File: config.mk
export PLATFORM = sky130hd
export DESIGN_NAME = ibuf2axis
export DESIGN_NICKNAME = d
export VERILOG_FILES = /design/src/rtl/ibuf_pkg.sv /design/src/rtl/ibuf2axis_ofifo.sv /design/src/rtl/ibuf2axis.sv
export SDC_FILE = /design/constraint.sdc
export NUM_CORES = 1
export LEC_CHECK = 0
export BUFFER_PORTS_ARGS = -buffer_cell sky130_fd_sc_hd__buf_2
export CAP_MARGIN = 10
export CORE_ASPECT_RATIO = 0.6
export CORE_MARGIN = 5
export CORE_UTILIZATION = 46
export CTS_CLUSTER_SIZE = 14
export DETAILED_ROUTE_END_ITERATION = 16
export GPL_TIMING_DRIVEN = 0
export PLACE_DENSITY = 0.66
export SLEW_MARGIN = 20
export SYNTH_ARGS = -nofsm -noshare
export SYNTH_HDL_FRONTEND = slang
export SYNTH_HIERARCHICAL = 1
export SYNTH_SLANG_ARGS = --single-unit
File: constraint.sdc
create_clock -name clk -period 39.3 [get_ports clk]
set_input_delay 3.93 -clock clk [delete_from_list [all_inputs] [get_ports clk]]
set_output_delay 3.93 -clock clk [all_outputs]
set_load 0.01 [all_outputs]
File: src/rtl/ibuf_pkg.sv
// rtl/ibuf_pkg.sv - shared ibuf header layout, AXIS tuser layout and drain FSM encodings
//
// Used by the ibuf writer and by ibuf2axis so both sides agree on where the
// header fields live.
package ibuf_pkg;

    // Header word field offsets
    localparam int HDR_LEN_LSB = 32;
    localparam int HDR_DES_LSB = 16;
    localparam int HDR_SRC_LSB = 0;

    // m_axis_tuser field offsets; all other tuser bits are zero
    localparam int TUSER_LEN_LSB = 0;
    localparam int TUSER_SRC_LSB = 16;
    localparam int TUSER_DES_LSB = 24;

    // Drain FSM encodings
    localparam logic [2:0] ST_IDLE     = 3'd0;
    localparam logic [2:0] ST_HDR_WAIT = 3'd1;
    localparam logic [2:0] ST_DATA     = 3'd2;
    localparam logic [2:0] ST_DRAIN    = 3'd3;
    localparam logic [2:0] ST_COMMIT   = 3'd4;

    // One output FIFO entry
    typedef struct packed {
        logic [63:0]  tdata;
        logic [7:0]   tstrb;
        logic         tlast;
        logic [127:0] tuser;
    } ofifo_entry_t;

    // Number of data words following a header. The writer always stores at
    // least one data word, so a zero-length packet still occupies one slot.
    function automatic logic [12:0] nwords_of(input logic [15:0] len);
        logic [16:0] sum;
        sum = {1'b0, len} + 17'd7;
        if (len == 16'd0) begin
            return 13'd1;
        end
        return 13'(sum >> 3);
    endfunction

    // Byte strobes for the final beat of a packet
    function automatic logic [7:0] last_strb_of(input logic [15:0] len);
        if (len == 16'd0) begin
            return 8'h00;
        end
        if (len[2:0] == 3'd0) begin
            return 8'hFF;
        end
        return (8'd1 << len[2:0]) - 8'd1;
    endfunction

endpackage

File: src/rtl/ibuf2axis_ofifo.sv
// rtl/ibuf2axis_ofifo.sv - 2-entry register FIFO holding AXIS beats for ibuf2axis
//
// Ports:
//   clk, rst   clock, asynchronous active-high reset
//   push       write push_data (caller guarantees space, counting a same-cycle pop)
//   push_data  {tdata, tstrb, tlast, tuser}
//   pop        drop the head entry
//   head       current head entry; unchanged until popped
//   count      number of valid entries (0..2)
module ibuf2axis_ofifo
    import ibuf_pkg::*;
(
    input  logic         clk,
    input  logic         rst,
    input  logic         push,
    input  ofifo_entry_t push_data,
    input  logic         pop,
    output ofifo_entry_t head,
    output logic [1:0]   count
);

    ofifo_entry_t mem0;
    ofifo_entry_t mem1;
    logic         wr_sel;
    logic         rd_sel;

    always_ff @(posedge clk or posedge rst) begin
        if (rst) begin
            mem0   <= '0;
            mem1   <= '0;
            wr_sel <= 1'b0;
            rd_sel <= 1'b0;
            count  <= 2'd0;
        end else begin
            if (push) begin
                if (wr_sel) begin
                    mem1 <= push_data;
                end else begin
                    mem0 <= push_data;
                end
                wr_sel <= ~wr_sel;
            end
            if (pop) begin
                rd_sel <= ~rd_sel;
            end
            case ({push, pop})
                2'b10:   count <= count + 2'd1;
                2'b01:   count <= count - 2'd1;
                default: count <= count;
            endcase
        end
    end

    // A push only ever lands in the slot not being presented, except when the
    // FIFO is empty, so the head is stable while tvalid is high.
    assign head = rd_sel ? mem1 : mem0;

endmodule

File: src/rtl/ibuf2axis.sv
// rtl/ibuf2axis.sv - drains committed ibuf packets onto a 64-bit AXI4-Stream master
//
// Ports:
//   clk, rst          clock, asynchronous active-high reset
//   en                drain enable, sampled only between packets
//   committed_prod    writer pointer (BW+1 bits, MSB is the wrap bit)
//   committed_cons    consumer pointer, advanced after a packet's tlast is accepted
//   rd_addr, rd_data  ibuf read port, data returns one clock after the address
//   m_axis_*          AXI4-Stream master; tuser = {des, src, len} in the low 32 bits
//   activity          one-cycle pulse per packet returned to the writer
module ibuf2axis
    import ibuf_pkg::*;
#(
    parameter int BW = 10
) (
    input  logic          clk,
    input  logic          rst,
    input  logic          en,
    input  logic [BW:0]   committed_prod,
    output logic [BW:0]   committed_cons,
    output logic [BW-1:0] rd_addr,
    input  logic [63:0]   rd_data,
    output logic [63:0]   m_axis_tdata,
    output logic [7:0]    m_axis_tstrb,
    output logic [127:0]  m_axis_tuser,
    output logic          m_axis_tvalid,
    output logic          m_axis_tlast,
    input  logic          m_axis_tready,
    output logic          activity
);

    localparam int PW = BW + 1;

    logic [2:0]    state;
    logic [BW:0]   prod_r;
    logic [15:0]   len_r;
    logic [7:0]    src_r;
    logic [7:0]    des_r;
    logic [12:0]   nwords_r;
    logic [12:0]   remaining;
    logic [BW:0]   rd_ptr;
    logic          rd_pend;
    logic          rd_pend_last;

    logic          pop;
    logic          issue;
    logic [1:0]    fifo_count;
    logic [2:0]    credit_used;
    logic [2:0]    credit_lim;
    logic [15:0]   hdr_len;
    ofifo_entry_t  push_data;
    ofifo_entry_t  head;

    assign pop = m_axis_tvalid & m_axis_tready;

    // A read may be issued while the FIFO, counting the read already in
    // flight, still has a free slot at the time its data arrives. Crediting a
    // same-cycle pop keeps the stream bubble-free with tready held high.
    assign credit_used = {1'b0, fifo_count} + {2'b00, rd_pend};
    assign credit_lim  = 3'd2 + {2'b00, pop};
    assign issue = (state == ST_DATA) && (remaining != 13'd0) && (credit_used < credit_lim);

    // In IDLE the header slot is presented so its word is ready in HDR_WAIT.
    assign rd_addr = (state == ST_IDLE) ? committed_cons[BW-1:0] : rd_ptr[BW-1:0];

    assign hdr_len = rd_data[HDR_LEN_LSB +: 16];

    always_ff @(posedge clk or posedge rst) begin
        if (rst) begin
            state          <= ST_IDLE;
            prod_r         <= '0;
            committed_cons <= '0;
            len_r          <= '0;
            src_r          <= '0;
            des_r          <= '0;
            nwords_r       <= '0;
            remaining      <= '0;
            rd_ptr         <= '0;
            rd_pend        <= 1'b0;
            rd_pend_last   <= 1'b0;
            activity       <= 1'b0;
        end else begin
            prod_r       <= committed_prod;
            rd_pend      <= issue;
            rd_pend_last <= issue && (remaining == 13'd1);
            activity     <= (state == ST_COMMIT);
            case (state)
                ST_IDLE: begin
                    if (en && (prod_r != committed_cons)) begin
                        state <= ST_HDR_WAIT;
                    end
                end
                ST_HDR_WAIT: begin
                    len_r     <= hdr_len;
                    src_r     <= rd_data[HDR_SRC_LSB +: 8];
                    des_r     <= rd_data[HDR_DES_LSB +: 8];
                    nwords_r  <= nwords_of(hdr_len);
                    remaining <= nwords_of(hdr_len);
                    rd_ptr    <= committed_cons + PW'(1);
                    state     <= ST_DATA;
                end
                ST_DATA: begin
                    if (issue) begin
                        rd_ptr    <= rd_ptr + PW'(1);
                        remaining <= remaining - 13'd1;
                        if (remaining == 13'd1) begin
                            state <= ST_DRAIN;
                        end
                    end
                end
                ST_DRAIN: begin
                    if (pop && m_axis_tlast) begin
                        state <= ST_COMMIT;
                    end
                end
                ST_COMMIT: begin
                    committed_cons <= committed_cons + PW'(nwords_r) + PW'(1);
                    state          <= ST_IDLE;
                end
                default: state <= ST_IDLE;
            endcase
        end
    end

    always_comb begin
        push_data       = '0;
        push_data.tdata = rd_data;
        push_data.tlast = rd_pend_last;
        push_data.tstrb = rd_pend_last ? last_strb_of(len_r) : 8'hFF;
        push_data.tuser[TUSER_LEN_LSB +: 16] = len_r;
        push_data.tuser[TUSER_SRC_LSB +: 8]  = src_r;
        push_data.tuser[TUSER_DES_LSB +: 8]  = des_r;
    end

    ibuf2axis_ofifo u_ofifo (
        .clk       (clk),
        .rst       (rst),
        .push      (rd_pend),
        .push_data (push_data),
        .pop       (pop),
        .head      (head),
        .count     (fifo_count)
    );

    assign m_axis_tvalid = (fifo_count != 2'd0);
    assign m_axis_tdata  = head.tdata;
    assign m_axis_tstrb  = head.tstrb;
    assign m_axis_tlast  = head.tlast;
    assign m_axis_tuser  = head.tuser;

endmodule

* Word-level counts from Yosys, hierarchy flattened
Cells that the tools add are included.
** Storage, ports and cells
- Logic and storage cells :: 92
- Output and inout port bits :: 224
- Flip-flop bits (word level) :: 309
- Bits of input ports :: 79
** Operators by class
- Magnitude comparators :: 1
- Shifts and indexed selects :: 1
- Bitwise gates (word level) :: 3
- Multiplexer cells :: 24
- Add/subtract/negate cells :: 11
- Reduce and logical (&&, ||, !) cells :: 17
- Equal/unequal tests :: 12
** Operators with widths (count)
- two-way mux 201 bit :: 1
- two-way mux 8 bit :: 5
- two-way mux 13 bit :: 3
- adder 11 x 1 -> 11 bit (second input constant) :: 3
- zero test 16 bit :: 2
- case mux 13 bit (2 select lines) :: 1
- case mux 11 bit (2 select lines) :: 1
- adder 16 x 3 -> 16 bit (second input constant) :: 1
- == test 13 x 1 -> 1 bit (second input constant) :: 1
- nonzero test 13 bit :: 1
- subtractor 13 x 1 -> 13 bit (second input constant) :: 1
- two-way mux 3 bit :: 4
- case mux 3 bit (4 select lines) :: 1
- adder 11 bit :: 1
- two-way mux 11 bit :: 1
- != test 11 bit :: 1
- two-way mux 10 bit :: 1
- left shift 1 x 3 -> 8 bit (first input constant) :: 1
- subtractor 8 x 1 -> 8 bit (second input constant) :: 1
- == test 3 x 2 -> 1 bit (second input constant) :: 2
- zero test 3 bit :: 2
- AND reduction 2 bit :: 3
- nonzero test 2 bit :: 3
- logical AND 1 bit :: 5
- other kinds (16) :: 23

* Longest topological paths before layout
Gate-level depths: netlist of the first run.
- Depth after elaboration :: 7
- Mapped depth :: 12
- Mapped depth without buffers :: 10

* Hierarchy
The synthesis of the first run kept the hierarchy.
** Modules (own cells, without submodules)
- ibuf2axis_ofifo :: area an instance 18184.9 um2, sequential area each 10159.7 um2, cells an instance 1086, times used 1
- ibuf2axis :: area an instance 5268.8 um2, sequential area each 2352.3 um2, cells an instance 606, times used 1

* Worst setup path before layout of the first run
Ideal clock, no wire load.
- Path kind :: in2reg
- Start :: input port rd_data[33]
- End :: register remaining[10]
- Setup slack :: 33.908 ns
- Arrival :: 5.266 ns
- Cell stages on the path :: 6
- Setup time :: 0.126 ns
- Required time :: 39.174 ns
- Path buffers :: 0
- Cells stage by stage :: o31a_1 -> nand4_1 -> nor4_1 -> xnor2_1 -> nor2_1 -> a221o_1
** Between the ends
- Longest elaborated chain between the ends :: 5
- Elaborated cells on any way between the ends :: 6
- Those cells by class :: add/sub: 1; mux: 4; reduce/logical: 1
** Ends and longest elaborated chain
- start: declaration :: RTL line ibuf2axis.sv:22 : input logic [63:0] rd_data,
- branches (longest 3 deep; another with adder 16 x 3 -> 16 bit)
- two-way mux 13 bit * :: RTL line ibuf_pkg.sv:40 : return 13'(sum >> 3);
- case mux 13 bit (2 select lines) * :: RTL line ibuf2axis.sv:87 : case (state)
- end signal: assignment :: RTL line ibuf2axis.sv:98 : remaining <= nwords_of(hdr_len);
- end signal: assignment :: RTL line ibuf2axis.sv:105 : remaining <= remaining - 13'd1;
- end: declaration :: RTL line ibuf2axis.sv:40 : logic [12:0] remaining;
Mark *: on every way between the ends. The select of a mux whose other input is x is not followed.
A chain may end at the register's enable or synchronous reset.

* Worst setup path in the final report of the first run
- Start :: register state[2]
- End :: output port rd_addr[4]
** Between the ends
- Longest elaborated chain between the ends :: 2
** Ends and longest elaborated chain
- start: declaration :: RTL line ibuf2axis.sv:34 : logic [2:0] state;
- start signal: assignment :: RTL line ibuf2axis.sv:70 : state <= ST_IDLE;
- start signal: assignment :: RTL line ibuf2axis.sv:90 : state <= ST_HDR_WAIT;
- start signal: assignment :: RTL line ibuf2axis.sv:100 : state <= ST_DATA;
- zero test 3 bit :: RTL line ibuf2axis.sv:64 : assign rd_addr = (state == ST_IDLE) ? committed_cons[BW-1:0] : rd_ptr[BW-1:0];
- two-way mux 10 bit :: RTL line ibuf2axis.sv:64
- end: declaration :: RTL line ibuf2axis.sv:21 : output logic [BW-1:0] rd_addr,
No other way between the ends.

==> metrics.cfg, run 1 <==
[routing]
firstDrtPassIters = 5
wirelength_um = 58790
avgRoutedWirePerCell_um = 19.78
drc = 0
num_vias = 15160
ant_nets = 0
vias_per_cell = 5.100
drt_iter0_markers = 814

[logic_synthesis]
synth_fa_ha_area_frac = 0.009923
yosysTopAreaCell = dfrtp_1
avgSynthCellArea_um2 = 13.86
synth_seq_cells = 500
ys_seq_area_frac = 0.5335
netlist_area_um2 = 23450
async_reset_ff_frac = 1.000
synth_common_cells = 500 x dfrtp_1, 280 x mux2_1, 235 x mux2_2
netlist_instances = 1692
synth_top_family_by_area = multiplexers
yosys.area_share.simple = 0.05601
synth-xor-area-share = 0.01232
post-synth-top-count-cell = dfrtp_1
synth_mux_area_frac = 0.3130
synth_compound_area_frac = 0.03377
ys.flop_type = dfrtp_1
netlist_top_cells_area = dfrtp_1 53%, mux2_1 13%, mux2_2 11%
yosysUniqueCellTypes = 68
yosys_warnings = 6
synth_edf_count = 0
netlist.area_leader.share = 0.5335

[floorplan]
placeableCoreArea_um2 = 50690
io_pins = 303
row_count = 64
die_w_um = 301.5
die_y_um = 184.9
die_area_um2 = 55750
initial_core_util = 0.4627

[placement]
port_buffers = 302
dp.cells = 2882
gp_congestion = 0.8946
post-dp-hpwl_um = 42470

[sta]
setup_tns_ns = 0
finalClockSkew_ns = 0.03640
hold_ws_ns = 0.4809
slew_headroom = 0.4241
layout_min_cycle_time_ns = 6.307
finalHoldViolations = 0
fmax_mhz = 158.5
slew_viol_final = 0
grt_setup_unrepaired = false
finalCritPeriodShare = 0.1605
tightest_slew_ns = 0.8567
setup_viol = 0

[power_and_ir_drop]
ir_worst_vdd_mv = 0.04687
p_leak_nw = 12.52
power_density_nw_per_um2 = 85.18

[clocking]
cts_htree_levels = 2
clk_latency_ns = 0.57
clk_pin_slew_ns = 0.06
numCtsBuffers = 49
cts_hold_buf = 0
cts-root-buf = clkbuf_16
cts.path.max_buffers = 3
cts_resized = 0
cts_tree = done
post_cts_buffers = 0
clock_sinks = 500

[layout]
fin_cells = 2973
layout-drive-gt1-share = 0.3531
n_fill_cell = 4275
layout.nets = 2337
area_growth_pct = 20.77
final_util = 0.5588

[worst_setup_path]
crit_fanout = 10
critPathMostFrequentCell = buf_2
path_class = flop to output port
max_stage_delay_ns = 0.45
cp.required_ns = 35.37
worstPathArrival_ns = 2.38
cp_cell_sequence = buf_2 > nor3_1 > clkbuf_1 > mux2_2 > buf_2
cp-start-kind = flop
end_kind = output port
slowest_stage = clkbuf_1

[grt]
overflow = 0
grt_pass1_wl_um = 92940
track_usage = 0.2111
grt_start_max_net_pins = 107
antenna_found_initial = 6
first_global_vias = 16130

[job]
maxCapViolCount = 0

[worst_hold_path]
min_path_type = flop to flop

[outcome]
status = finished, final reports clean

[where the power goes]
| group | internal (W) | switching [W] |
|---|---|---|
| logic | 0.000568 | 0.000522 |
| registers | 0.000724 | 0.000114 |
| clock network | 0.000284 | 0.000201 |
[worst max-delay path, delay by kind of cell (launching register included)]
kind | cells | cell delay [ns]
buf+inv | 3 | 0.77
flops | 1 | 0.36
mux | 1 | 0.40
simple gates | 1 | 0.27
[cell usage in the layout, fill, tap and decap left out, types with 35 or more instances in the layout]
master	count
buf_2	330
clkbuf_16	49
conb_1	192
dfrtp_1	500
mux2_1	280
mux2_2	235
mux2_4	100
nand2_1	162
nor2_1	35
o21ai_0	39
[routing by layer]
metal / GRT usage / vias up / share of wire
met5: 0 / - / 0.00036
met4: 0.04750 / 4 / 0.021
met3: 0.04463 / 80 / 0.065
met2: 0.3223 / 399 / 0.44
met1: 0.3129 / 7748 / 0.47
li1: - / 6930 / -
[cells by family (layout without fill, tap and decap cells)]
logic type,Yosys count,after routing
AOI/OAI and AO/OA,122,122
xor gates and xnor gates,33,33
adders and majority gates,18,18
buffers and inverters,112,506
DFF,500,500
muxes,619,619
other,1,195
and+or+nand+nor,287,287
[final cells by class]
| type | count | area [um^2] | area share |
|---|---|---|---|
| Antenna cell | 3 | 7.507 | 0.0002650 |
| Buffer | 96 | 909.6 | 0.03211 |
| Clock buffer | 70 | 1415 | 0.04996 |
| Clock inverter | 18 | 230.2 | 0.008128 |
| Inverter | 16 | 72.57 | 0.002562 |
| Multi-Input combinational cell | 1271 | 10690 | 0.3774 |
| Sequential cell | 500 | 12510 | 0.4417 |
| Tap cell | 693 | 867.1 | 0.03061 |
| Timing Repair Buffer | 306 | 1622 | 0.05725 |
[per-stage QoR]
step / setup slack (ns) / total power, W / cell area, um^2
finish: 32.99 / 0.002413 / 28320
global route: 32.86 / 0.002562 / 28320
CTS: 32.97 / 0.002444 / 28320
detailed placement: 33.29 / 0.001945 / 26670
global placement: 19.90 / 0.001904 / 26550
floorplan: 24.08 / 0.001593 / 24170
[final timing paths]
kind                       slack, ns                 to               from  cells after the start
min                             0.48  u_ofifo/mem0[183]  u_ofifo/mem0[183]                      1
max in group asynchronous      34.26  u_ofifo/mem1[111]                rst                      4
max reg2reg                    35.96          rd_ptr[8]           state[0]                     11
min reg2reg                     0.48  u_ofifo/mem0[183]  u_ofifo/mem0[183]                      1
max                            32.99         rd_addr[4]           state[2]                      5
min in group asynchronous       3.37           des_r[2]                rst                      2
[flip-flops by register name (all words and copies together), names as in the netlist]
register / cells
u_ofifo/wr_sel: 1
state: 3
src_r: 8
prod_r: 11
des_r: 8
nwords_r: 11
len_r: 16
rd_ptr: 10
u_ofifo/count: 2
rd_pend: 1
u_ofifo/rd_sel: 1
u_ofifo/mem0: 201
remaining: 13
activity: 1
rd_pend_last: 1
committed_cons: 11
u_ofifo/mem1: 201
No activity file was read; power rests on OpenSTA's default activity.
==> run 2: changes to the inputs <==
--- a/config.mk
+++ b/config.mk
@@ -5,6 +5,7 @@
 export SDC_FILE = /design/constraint.sdc
 export NUM_CORES = 1
 export LEC_CHECK = 0
+export ABC_AREA = 1
 export BUFFER_PORTS_ARGS = -buffer_cell sky130_fd_sc_hd__buf_2
 export CAP_MARGIN = 10
 export CORE_ASPECT_RATIO = 0.6
@@ -13,7 +14,7 @@
 export CTS_CLUSTER_SIZE = 14
 export DETAILED_ROUTE_END_ITERATION = 16
 export GPL_TIMING_DRIVEN = 0
-export PLACE_DENSITY = 0.66
+export PLACE_DENSITY = 0.68
 export SLEW_MARGIN = 20
 export SYNTH_ARGS = -nofsm -noshare
 export SYNTH_HDL_FRONTEND = slang
==> constraint.sdc (replaced) <==
create_clock -name clk -period 5.8 [get_ports clk]
set_input_delay 0.58 -clock clk [delete_from_list [all_inputs] [get_ports clk]]
set_output_delay 0.58 -clock clk [all_outputs]
set_load 0.01 [all_outputs]
==> run 2 against run 1 <==
Flip-flop and latch count unchanged; global-route usage increased by 3.5 points; clock power increased to 6.5 times the previous value; die area increased by 2.0%; worst setup slack got worse by 31 ns; critical path depth unchanged; routed wire length increased by 20%; clock-buffer cell count unchanged; total power increased to 7.3 times the previous value; worst hold slack got worse by 0.37 ns; utilization decreased by 0.072 points; critical path type unchanged; highest routed layer unchanged.
==> metrics.cfg, run 2 <==
[outcome]
status = finished, final reports clean

[worst_setup_path]
cp-start-kind = flop
worstPathArrival_ns = 2.95
cp.required_ns = 5.22
end_kind = output port
slowest_stage = clkbuf_1
crit_fanout = 10
cp_cell_sequence = buf_2 > clkbuf_1 > clkbuf_1 > o21ai_0 > buf_2
max_stage_delay_ns = 0.78
path_class = flop to output port

[clocking]
cts_tree = done
cts_resized = 0
cts-root-buf = clkbuf_16
numCtsBuffers = 49
clk_latency_ns = 0.58
clk_pin_slew_ns = 0.06
cts.path.max_buffers = 3
clock_sinks = 500
cts_htree_levels = 2

[logic_synthesis]
synth-xor-area-share = 0.005486
synth_compound_area_frac = 0.1784
synth_seq_cells = 500
netlist_top_cells_area = dfrtp_1 52%, nand2_1 14%, o21ai_0 9.8%
synth_edf_count = 0
netlist_instances = 2917
synth_top_family_by_area = compound AO/OA/AOI/OAI gates
yosys_warnings = 6
netlist.area_leader.share = 0.5225
netlist_area_um2 = 23950
ys.flop_type = dfrtp_1
synth_fa_ha_area_frac = 0.009719
yosys.area_share.simple = 0.1656
yosysTopAreaCell = dfrtp_1
yosysUniqueCellTypes = 38
synth_common_cells = 868 x nand2_1, 500 x dfrtp_1, 499 x inv_1
async_reset_ff_frac = 1.000
post-synth-top-count-cell = nand2_1
avgSynthCellArea_um2 = 8.209
ys_seq_area_frac = 0.5225
synth_mux_area_frac = 0

[floorplan]
io_pins = 303
die_w_um = 304.6
row_count = 64
initial_core_util = 0.4672
die_area_um2 = 56870
die_y_um = 186.7
placeableCoreArea_um2 = 51250

[sta]
finalClockSkew_ns = 0.02023
hold_ws_ns = 0.1095
layout_setup_ws_ns = 2.269
setup_tns_ns = 0
slew_viol_final = 0
finalHoldViolations = 0
setup_viol = 0
fmax_mhz = 283.2
grt_setup_unrepaired = false
tightest_slew_ns = 1.021
layout_min_cycle_time_ns = 3.531
finalCritPeriodShare = 0.6089
slew_headroom = 0.3190

[layout]
reg_top3 = u_ofifo/mem0 x201, u_ofifo/mem1 x201, len_r x16
layout_common_cells = 868 x nand2_1, 500 x dfrtp_1, 497 x inv_1
layout_commonest_cell = nand2_1
final_util = 0.5581
n_fill_cell = 4876
layout.nets = 3478
area_growth_pct = 19.44
fin_cells = 4110
layout-drive-gt1-share = 0.1952

[worst_hold_path]
min_path_type = input port to flop

[power_and_ir_drop]
power_density_nw_per_um2 = 613.4
p_leak_nw = 14.84
p_sw_w = 0.007713
seqPwrFrac = 0.353
combPwrFrac = 0.468
sw_frac_of_total = 0.4396
p_int_w = 0.009832
ir_worst_vdd_mv = 0.2749
clkPwrFrac = 0.180

[routing]
wirelength_um = 70590
num_vias = 20110
firstDrtPassIters = 6
drt_iter0_markers = 1750
avgRoutedWirePerCell_um = 17.17
vias_per_cell = 4.894
drc = 0
ant_nets = 0

[placement]
post-dp-hpwl_um = 52200
dp.cells = 4022
post-place-ws_ns = 2.787
gp_congestion = 0.9515
port_buffers = 302

[grt]
grt_start_max_net_pins = 70
overflow = 0
grt_pass1_wl_um = 112200
track_usage = 0.2457
first_global_vias = 19250
antenna_found_initial = 7

[job]
maxCapViolCount = 0

[run 2: layer usage]
| layer | share of wire | up-vias | global-route usage | wire (um) |
|---|---|---|---|---|
| met3 | 0.076 | 82 | 0.05564 | 5342 |
| met1 | 0.49 | 9520 | 0.3854 | 34620 |
| met4 | 0.019 | 2 | 0.05276 | 1360 |
| met2 | 0.41 | 579 | 0.3476 | 29250 |
| met5 | 0.00011 | - | 0 | 8 |
| li1 | - | 9931 | - | - |
[run 2: cell type report]
class,count,area (um^2),share of cell area
tap,693,867.1,0.03032
sequential,500,12510,0.4375
clock inverter,12,136.4,0.004768
multi-input combinational,1857,8961,0.3133
buffer,154,948.4,0.03316
timing repair buffer,318,1859,0.06501
inverter,501,1889,0.06606
clock buffer,70,1415,0.04948
antenna,5,12.51,0.0004375
[run 2: what timing repair did]
action | CTS | global route
hold buffers | 1 | 0
hold endpoints to repair | 25 | 0
setup buffers | 0 | 0
[run 2: worst max-delay path: cells and delay by family (launching register included)]
kind                   cells  cell delay [ns]
buffers and inverters      4             1.71
DFF                        1             0.32
AOI/OAI and AO/OA          1             0.36
[run 2: worst paths after layout]
check | start | endpoint | slack (ns) | cells past startpoint
min in group asynchronous | rst | prod_r[10] | 0.53 | 3
max in group asynchronous | rst | u_ofifo/mem1[184] | 3.40 | 9
setup reg to reg | u_ofifo/rd_sel | state[0] | 3.04 | 7
hold / removal | committed_prod[4] | prod_r[4] | 0.11 | 1
hold reg to reg | src_r[7] | src_r[7] | 0.47 | 2
setup / recovery | u_ofifo/rd_sel | m_axis_tstrb[0] | 2.27 | 5
[run 2: power groups by stage]
stage	clock network, W	registers, W	logic (W)
floorplan	0	0.00593	0.00528
global placement	0	0.00617	0.00809
detailed placement	0	0.00619	0.00824
CTS	0.00324	0.00615	0.00826
global route	0.00340	0.00638	0.00922
finish	0.00315	0.00619	0.00821
[run 2: cells by family (layout without fill, tap and decap cells)]
family,Yosys count,count (layout)
DFF,500,500
buffers and inverters,655,1055
other,1,101
adders and majority gates,18,18
and+or+nand+nor,1012,1012
AOI/OAI and AO/OA,716,716
xor gates and xnor gates,15,15
[run 2: per-stage QoR]
step | total power [W] | instance area, um^2
finish | 0.01755 | 28600
global route | 0.01900 | 28600
CTS | 0.01766 | 28590
detailed placement | 0.01443 | 27030
global placement | 0.01427 | 26680
floorplan | 0.01121 | 24310
